File: src/rtl/mem_port_arbiter.sv
// Shared memory port arbiter: fetch/data requesters, fixed-latency access FSM.
// Define MEM_PORT_DEBUG_EN to add a top-priority debug/boot-load requester.
module mem_port_arbiter #(
  parameter int unsigned WAIT_STATES = 1
) (
  input  logic        CLK,
  input  logic        Reset,
`ifdef MEM_PORT_DEBUG_EN
  input  logic        DbgReq,
  input  logic        DbgWe,
  input  logic [15:0] DbgAddr,
  input  logic [15:0] DbgWData,
  output logic        DbgDone,
  output logic [15:0] DbgRData,
`endif
  input  logic        IfReq,
  input  logic [15:0] IfAddr,
  output logic        IfDone,
  output logic [15:0] IfRData,
  input  logic        DReq,
  input  logic        DWe,
  input  logic [15:0] DAddr,
  input  logic [15:0] DWData,
  output logic        DDone,
  output logic [15:0] DRData,
  output logic [15:0] MemAddr,
  output logic [15:0] MemWData,
  input  logic [15:0] MemRData,
  output logic        MemRead,
  output logic        MemWrite,
  output logic        Busy
);

  localparam logic [1:0] S_IDLE   = 2'd0;
  localparam logic [1:0] S_ACCESS = 2'd1;
  localparam logic [1:0] S_DONE   = 2'd2;

  localparam logic [1:0] G_IF  = 2'd0;
  localparam logic [1:0] G_D   = 2'd1;
`ifdef MEM_PORT_DEBUG_EN
  localparam logic [1:0] G_DBG = 2'd2;
`endif

  localparam logic [2:0] WS = 3'(WAIT_STATES);

  logic [1:0]  state_q, state_d;
  logic [2:0]  cnt_q, cnt_d;
  logic [15:0] addr_q, addr_d;
  logic [15:0] wdata_q, wdata_d;
  logic        we_q, we_d;
  logic [1:0]  gnt_q, gnt_d;
  logic        last_q, last_d;
  logic [15:0] ifr_q, ifr_d;
  logic [15:0] dr_q, dr_d;
`ifdef MEM_PORT_DEBUG_EN
  logic [15:0] dbr_q, dbr_d;
`endif

  logic        any_req;
  logic [1:0]  sel;

  // last_q=1 means data was granted last, so fetch wins a tie
  always_comb begin
    any_req = IfReq | DReq;
    sel     = G_IF;
`ifdef MEM_PORT_DEBUG_EN
    any_req = any_req | DbgReq;
    if (DbgReq)
      sel = G_DBG;
    else
`endif
    if (IfReq && DReq)
      sel = last_q ? G_IF : G_D;
    else if (DReq)
      sel = G_D;
    else
      sel = G_IF;
  end

  always_comb begin
    state_d = state_q;
    cnt_d   = cnt_q;
    addr_d  = addr_q;
    wdata_d = wdata_q;
    we_d    = we_q;
    gnt_d   = gnt_q;
    last_d  = last_q;
    ifr_d   = ifr_q;
    dr_d    = dr_q;
`ifdef MEM_PORT_DEBUG_EN
    dbr_d   = dbr_q;
`endif
    unique case (state_q)
      S_IDLE: begin
        if (any_req) begin
          state_d = S_ACCESS;
          cnt_d   = WS;
          gnt_d   = sel;
          if (sel == G_IF) begin
            addr_d = IfAddr;
            we_d   = 1'b0;
            last_d = 1'b0;
          end else if (sel == G_D) begin
            addr_d  = DAddr;
            wdata_d = DWData;
            we_d    = DWe;
            last_d  = 1'b1;
          end
`ifdef MEM_PORT_DEBUG_EN
          else begin
            addr_d  = DbgAddr;
            wdata_d = DbgWData;
            we_d    = DbgWe;
          end
`endif
        end
      end
      S_ACCESS: begin
        if (cnt_q != 3'd0) begin
          cnt_d = cnt_q - 3'd1;
        end else begin
          state_d = S_DONE;
          if (!we_q) begin
            if (gnt_q == G_IF)
              ifr_d = MemRData;
            else if (gnt_q == G_D)
              dr_d = MemRData;
`ifdef MEM_PORT_DEBUG_EN
            else
              dbr_d = MemRData;
`endif
          end
        end
      end
      default: state_d = S_IDLE;
    endcase
  end

  always_ff @(posedge CLK or negedge Reset) begin
    if (!Reset) begin
      state_q <= S_IDLE;
      cnt_q   <= 3'd0;
      addr_q  <= 16'h0;
      wdata_q <= 16'h0;
      we_q    <= 1'b0;
      gnt_q   <= G_IF;
      last_q  <= 1'b1;
      ifr_q   <= 16'h0;
      dr_q    <= 16'h0;
`ifdef MEM_PORT_DEBUG_EN
      dbr_q   <= 16'h0;
`endif
    end else begin
      state_q <= state_d;
      cnt_q   <= cnt_d;
      addr_q  <= addr_d;
      wdata_q <= wdata_d;
      we_q    <= we_d;
      gnt_q   <= gnt_d;
      last_q  <= last_d;
      ifr_q   <= ifr_d;
      dr_q    <= dr_d;
`ifdef MEM_PORT_DEBUG_EN
      dbr_q   <= dbr_d;
`endif
    end
  end

  assign MemAddr  = addr_q;
  assign MemWData = wdata_q;
  assign MemRead  = (state_q == S_ACCESS) && !we_q;
  assign MemWrite = (state_q == S_ACCESS) && we_q;
  assign Busy     = (state_q != S_IDLE);
  assign IfDone   = (state_q == S_DONE) && (gnt_q == G_IF);
  assign DDone    = (state_q == S_DONE) && (gnt_q == G_D);
  assign IfRData  = ifr_q;
  assign DRData   = dr_q;
`ifdef MEM_PORT_DEBUG_EN
  assign DbgDone  = (state_q == S_DONE) && (gnt_q == G_DBG);
  assign DbgRData = dbr_q;
`endif

endmodule

File: config.mk
export PLATFORM = sky130hd
export DESIGN_NAME = mem_port_arbiter
export DESIGN_NICKNAME = d
export VERILOG_FILES = /design/src/rtl/mem_port_arbiter.sv
export SDC_FILE = /design/constraint.sdc
export NUM_CORES = 1
export LEC_CHECK = 0
export ABC_CLOCK_PERIOD_IN_PS = 2300
export BUFFER_PORTS_ARGS = -buffer_cell sky130_fd_sc_hd__buf_2
export CORE_ASPECT_RATIO = 0.75
export CORE_MARGIN = 2
export CORE_UTILIZATION = 47
export DETAILED_ROUTE_END_ITERATION = 16
export PLACE_DENSITY = 0.87
export SLEW_MARGIN = 20
export SYNTH_ARGS = -nofsm -noshare
export SYNTH_HDL_FRONTEND = slang
export SYNTH_SLANG_ARGS = --single-unit
File: constraint.sdc
create_clock -name CLK -period 2.3 [get_ports CLK]
set_input_delay 0.115 -clock CLK [delete_from_list [all_inputs] [get_ports CLK]]
set_output_delay 0.115 -clock CLK [all_outputs]
set_load 0.005 [all_outputs]
== Yosys cells after proc, flatten, opt, wreduce, memory -nomap -nowiden ==
Cells that the tools add are included.

* Bits in registers: 73
* Bits in latches: 0
* RAM bits: 0
* ROM bits: 0
* Input bits: 69
* Output and inout port bits: 69
* Logic and storage cells: 57
* Memories kept: 0

* Add/sub/neg operators: 1
* $mul: 0
* Divide/modulo/power cells: 0
* Magnitude comparators: 0
* Equality and inequality tests: 7
* Shift-type cells: 0
* Mux-type cells: 15
* Bitwise logic cells: 5
* Reduce and logical (&&, ||, !) cells: 20

{| class="wikitable"
|+ Operator list
! cell !! count
|-
| 16-bit 2-to-1 mux || 2
|-
| 4-bit AND reduction || 2
|-
| 2-bit by 1-bit equality test with 1-bit output (second input constant) || 3
|-
| 2-bit logical NOT || 3
|-
| 1-bit 2-to-1 mux || 6
|-
| 2-bit 2-to-1 mux || 3
|-
| 3-bit 2-to-1 mux || 2
|-
| 2-bit inequality test (second input constant) || 3
|-
| 3-bit case mux with 2 select lines || 1
|-
| 3-bit AND reduction || 2
|-
| 2-bit nonzero test || 3
|-
| 1-bit logical AND || 5
|-
| 5-bit AND reduction || 1
|-
| 1-bit NOT || 4
|-
| 2-bit case mux with 2 select lines || 1
|-
| 2-bit AND reduction || 2
|-
| 3-bit nonzero test || 1
|-
| 3-bit by 1-bit subtractor with 3-bit output (second input constant) || 1
|-
| 2-bit equality test (second input constant) || 1
|-
| 1-bit logical NOT || 1
|-
| 1-bit bitwise OR || 1
|}

== Longest topological paths before layout ==
* Word-level depth: 5
* Mapped depth: 7
* Gate-level depth less buffers: 5

== Worst setup path before layout ==
No wires, ideal clock.

* Kind: register to register
* Start point: register cnt_q[0]
* End point: register dr_q[10] (netlist: DRData[10])
* Data arrival time: 1742 ps
* Slack: 433 ps
* Cell stages (with the launch flop): 7
* Buffers on the path: 1
* Period minus slack after synthesis: 1867 ps
* Cell sequence: dfrtp_1 inv_1 ha_1 nand2b_1 nor4b_4 buf_2 mux2_2

* Longest elaborated chain between the ends: 3

{| class="wikitable"
|+ Ends and longest elaborated chain
! element !! RTL line !! RTL
|-
| from (decl) || 47 || <nowiki>logic [2:0] cnt_q, cnt_d;</nowiki>
|-
| from (signal assigned) || 155 || <nowiki>cnt_q <= cnt_d;</nowiki>
|-
| 3-bit nonzero test || 119 || <nowiki>if (cnt_q != 3'd0) begin</nowiki>
|-
| 1-bit NOT (no line) || -- ||
|-
| 5-bit AND reduction (no line) || -- ||
|-
| to (signal assigned) || 162 || <nowiki>dr_q <= dr_d;</nowiki>
|-
| to (decl) || 54 || <nowiki>logic [15:0] dr_q, dr_d;</nowiki>
|}

No other way between the ends.
A chain may end at the register's enable or synchronous reset.

== Worst setup path after layout ==
* Start point: register cnt_q[0]
* End point: register ifr_q[4] (netlist: IfRData[4])

* Longest elaborated chain between the ends: 3

{| class="wikitable"
|+ Ends and longest elaborated chain
! element !! RTL line !! RTL
|-
| 3-bit nonzero test || 119 ||
|-
| 1-bit NOT (no line) || -- ||
|-
| 4-bit AND reduction (no line) || -- ||
|-
| to (signal assigned) || 161 || <nowiki>ifr_q <= ifr_d;</nowiki>
|-
| to (decl) || 53 || <nowiki>logic [15:0] ifr_q, ifr_d;</nowiki>
|}

No other way between the ends.

==> metrics.md <==
| Metric | Value |
|---|---|
| Run status | `complete, no violations` |
| Die span in x | `96.8 um` |
| Minimum clock period | `between 1500 and 2000 ps` |
| Register-to-Register Setup Slack | `400 ps` |
| Multi-input logic area | `between 0.001 and 0.0015 mm2` |
| Switching power | `between 1500 and 2000 uW` |
| Max Slew Vio Count | `0` |
| Sequential power share | `~40%` |
| DR WL/cell | `~15 um` |
| CP endpoint kind | `flip-flop` |
| Worst VDD drop | `0.677 mV` |
| Fin cells | `around 450` |
| CP Data Required Time | `between 2000 and 3000 ps` |
| Core ar. | `approximately 0.0063 mm2` |
| Met2 layer usage reported by global route | `about a third` |
| # Max-Cap Violations | `0` |
| Die Area | `0.00712 mm2` |
| GRT overflow | `0` |
| Yosys top cell by area | `dfrtp_1` |
| Net Count, Synth | `about 280` |
| Area Overhead vs Synth | `37.2%` |
| Async SR Flop Fraction | `100%` |
| Synth Flop Type | `dfrtp_1` |
| Synth area leaders | `dfrtp_1 (59%), mux2_2 (14%), mux2i_1 (5.3%), mux2_4 (5.0%), a31oi_1 (3.3%)` |
| Inst Count DP | `~430` |
| Post-CTS sizing | `0` |
| Reg2Reg Depth | `6` |
| Crit-path max FO | `16` |
| Unrepaired setup endpoints after global routing | `no` |
| # IOs | `138` |
| Slew @ Worst Pin | `approximately 600 ps` |
| Floorplan row count | `25` |
| Final wirelength | `between 6000 and 7000 um` |
| Cell area after synthesis | `around 0.0030 mm2` |
| Initial cell density of the core | `between 40% and 50%` |
| Syn Area/Cell | `roughly 14 um2` |
| Detailed Routing Iterations Pass 1 | `4` |
| Antenna-violating nets left | `0` |
| Internal power | `~3900 uW` |
| Fmax | `between 0.5 and 0.6 GHz` |
| Worst rel slew slack | `between 60% and 70%` |
| Sequential cell area | `between 0.0015 and 0.002 mm2` |
| Sw Ratio | `a little under a third` |
| Largest net degree at the start of global routing | `39` |
| Final hold viol count | `0` |
| Crit start category | `flip-flop` |
| Clk_lat worst skew | `about 340 ps` |
| Vias in the first global route | `between 2000 and 2500` |
| Most used routing layer | `met2` |
| Reg2Reg Capture Point | `IfRData[4]` |
| Vias | `between 2000 and 2500` |
| Initial antenna violation count | `0` |
| Top-count cell post-synth | `dfrtp_1` |
| Die Ht | `around 74 um` |
| Synth Register Bits | `a little over 70` |
| CTS buffer count | `9` |
| GR Layer Usage met1 | `between 20% and 30%` |
| HPWL after detailed placement | `4810 um` |
| CP startpoint | `cnt_q[0]` |
| Clock network power share | `between 20% and 30%` |
| Global-route wire length before repair | `about 11000 um` |
| Combinational Power Share | `a little under two fifths` |
| Setup Skew | `between 7 and 8 ps` |
| Setup TNS | `0 ps` |
| Drt initial violations | `59` |
| Crit path to | `IfRData[4]` |
| Synth cell types | `34` |
| Top cell type's share of synthesized area | `58.6%` |
| H-Tree Depth | `3` |
| Root Buffer | `clkbuf_8` |
| RR Startpoint | `cnt_q[0]` |
| Met3 Resource Use GR | `around 7.5%` |
| Final #Nets | `~440` |
| Final setup viols | `0` |
| Clock Path Buffers | `2` |
| Seq/Total Area, Yosys | `between 50% and 60%` |
| Synth cell count leaders | `dfrtp_1 (71), mux2_2 (38), a21oi_1 (17), a31oi_1 (16), mux2i_1 (16)` |
| Power Dens Cells | `1360 mW/mm2` |
| Ys Warns | `0` |
| Fin crit share | `82.4%` |
| Hold Path Class | `in -> reg` |
| Tot GR Track Use | `19.8%` |
| Clk sinks | `72` |
| Critical path class | `reg -> reg` |
| Cells after Synth | `213` |
| CTS tree | `built` |
| GPL Wtd Cong | `~0.8` |
| Post-route DRC | `0` |
| Antenna Cells | `0` |
| Via/cell ratio | `~5.1` |
| Worst path arrival time | `2120 ps` |
| CTS clk-pin slew, worst paths | `about 80 ps` |
| Fillers | `a little under 500` |
| Layout cells sized above 1 | `between 50% and 60%` |
| I/O Buffers | `approximately 140` |
| Post-synth EDFFs | `0` |
| LEAKAGE | `approximately 0.0021 uW` |
==> registers in the layout, indices dropped and copies added (netlist names) <==
register  flops
state_q       2
DRData       16
cnt_q         3
gnt_q         1
IfRData      16
we_q          1
MemAddr      16
MemWData     16
last_q        1
==> power by group through the flow <==
stage | Combinational [uW] | Sequential [uW] | Clock, uW
3_5_place_dp | 2170 | 2280 | 0
2_1_floorplan | 1210 | 2300 | 0
4_1_cts | 2180 | 2270 | 1240
6_report | 2170 | 2270 | 1210
3_3_place_gp | 2080 | 2260 | 0
5_1_grt | 2400 | 2350 | 1290
==> routing by layer <==
metal	wire, um	part of all wire (%)
met1	3010	44
met2	3100	45
met4	98	1.4
met5	0	0
met3	613	9.0
==> final cells by class <==
cell class | instances | area share [%]
multi-input combinational | 124 | 27.5
tap | 81 | 2.44
inverter | 4 | 0.361
sequential | 72 | 43.3
timing repair buffer | 154 | 20.4
clock inverter | 5 | 2.50
clock buffer | 11 | 3.40
==> cell families (layout without fill, tap and decap cells) <==
| logic type | after synthesis | count (layout) | synth area share [%] |
|---|---|---|---|
| DFF | 72 | 72 | 59.4 |
| muxes | 64 | 64 | 24.3 |
| AOI/OAI and AO/OA | 41 | 41 | 8.25 |
| and+or+nand+nor | 17 | 17 | 4.29 |
| buffers and inverters | 17 | 174 | 2.85 |
| adders and majority gates | 2 | 2 | 0.825 |
==> critical path, cell delays in order, from the launching register on <==
cell	delay [ps]
dfrtp_1	380
inv_1	90
ha_1	180
nand2b_1	160
or4_1	420
buf_4	230
mux2_4	320
==> stage by stage <==
stage	hold WS (ps)	power, uW	utilization [%]	area (um2)	setup WS (ps)
4_1_cts	0.235	5690	66.0	4130	392
3_5_place_dp	75.2	4450	61.0	3820	408
3_3_place_gp	67.4	4340	61.0	3820	461
6_report	6.82	5650	66.5	4160	404
5_1_grt	6.76	6030	66.5	4160	296
2_1_floorplan	-181	3520	-	3030	433
==> worst min path at each step <==
stage | from | endpoint | slack, ps | cells after the start
floorplan | Reset | DRData[0] | -180 | 0
global placement | Reset | DRData[12] | 70 | 1
detailed placement | Reset | DRData[12] | 80 | 1
CTS | DWData[3] | MemWData[3] | 0.2 | 2
global route | DWData[8] | MemWData[8] | 7 | 2
finish | DWData[12] | MemWData[12] | 7 | 2
==> placed cells by master (no fill, tap or decap), types with 2 or more instances in the layout <==
cell / count
a21o_1: 2
a21oi_1: 17
a31oi_1: 16
buf_2: 137
buf_4: 6
bufinv_16: 3
clkbuf_8: 10
dfrtp_1: 71
dlygate4sd3_1: 10
ha_1: 2
inv_1: 4
mux2_2: 38
mux2_4: 10
mux2i_1: 16
nand2_1: 2
nor2_1: 2
==> repair_timing <==
item,4_1_cts,5_1_grt
hold buffers,7,3
endpoints found under the hold margin,22,3
setup buffers,0,0
No activity file was read; power rests on OpenSTA's default activity.
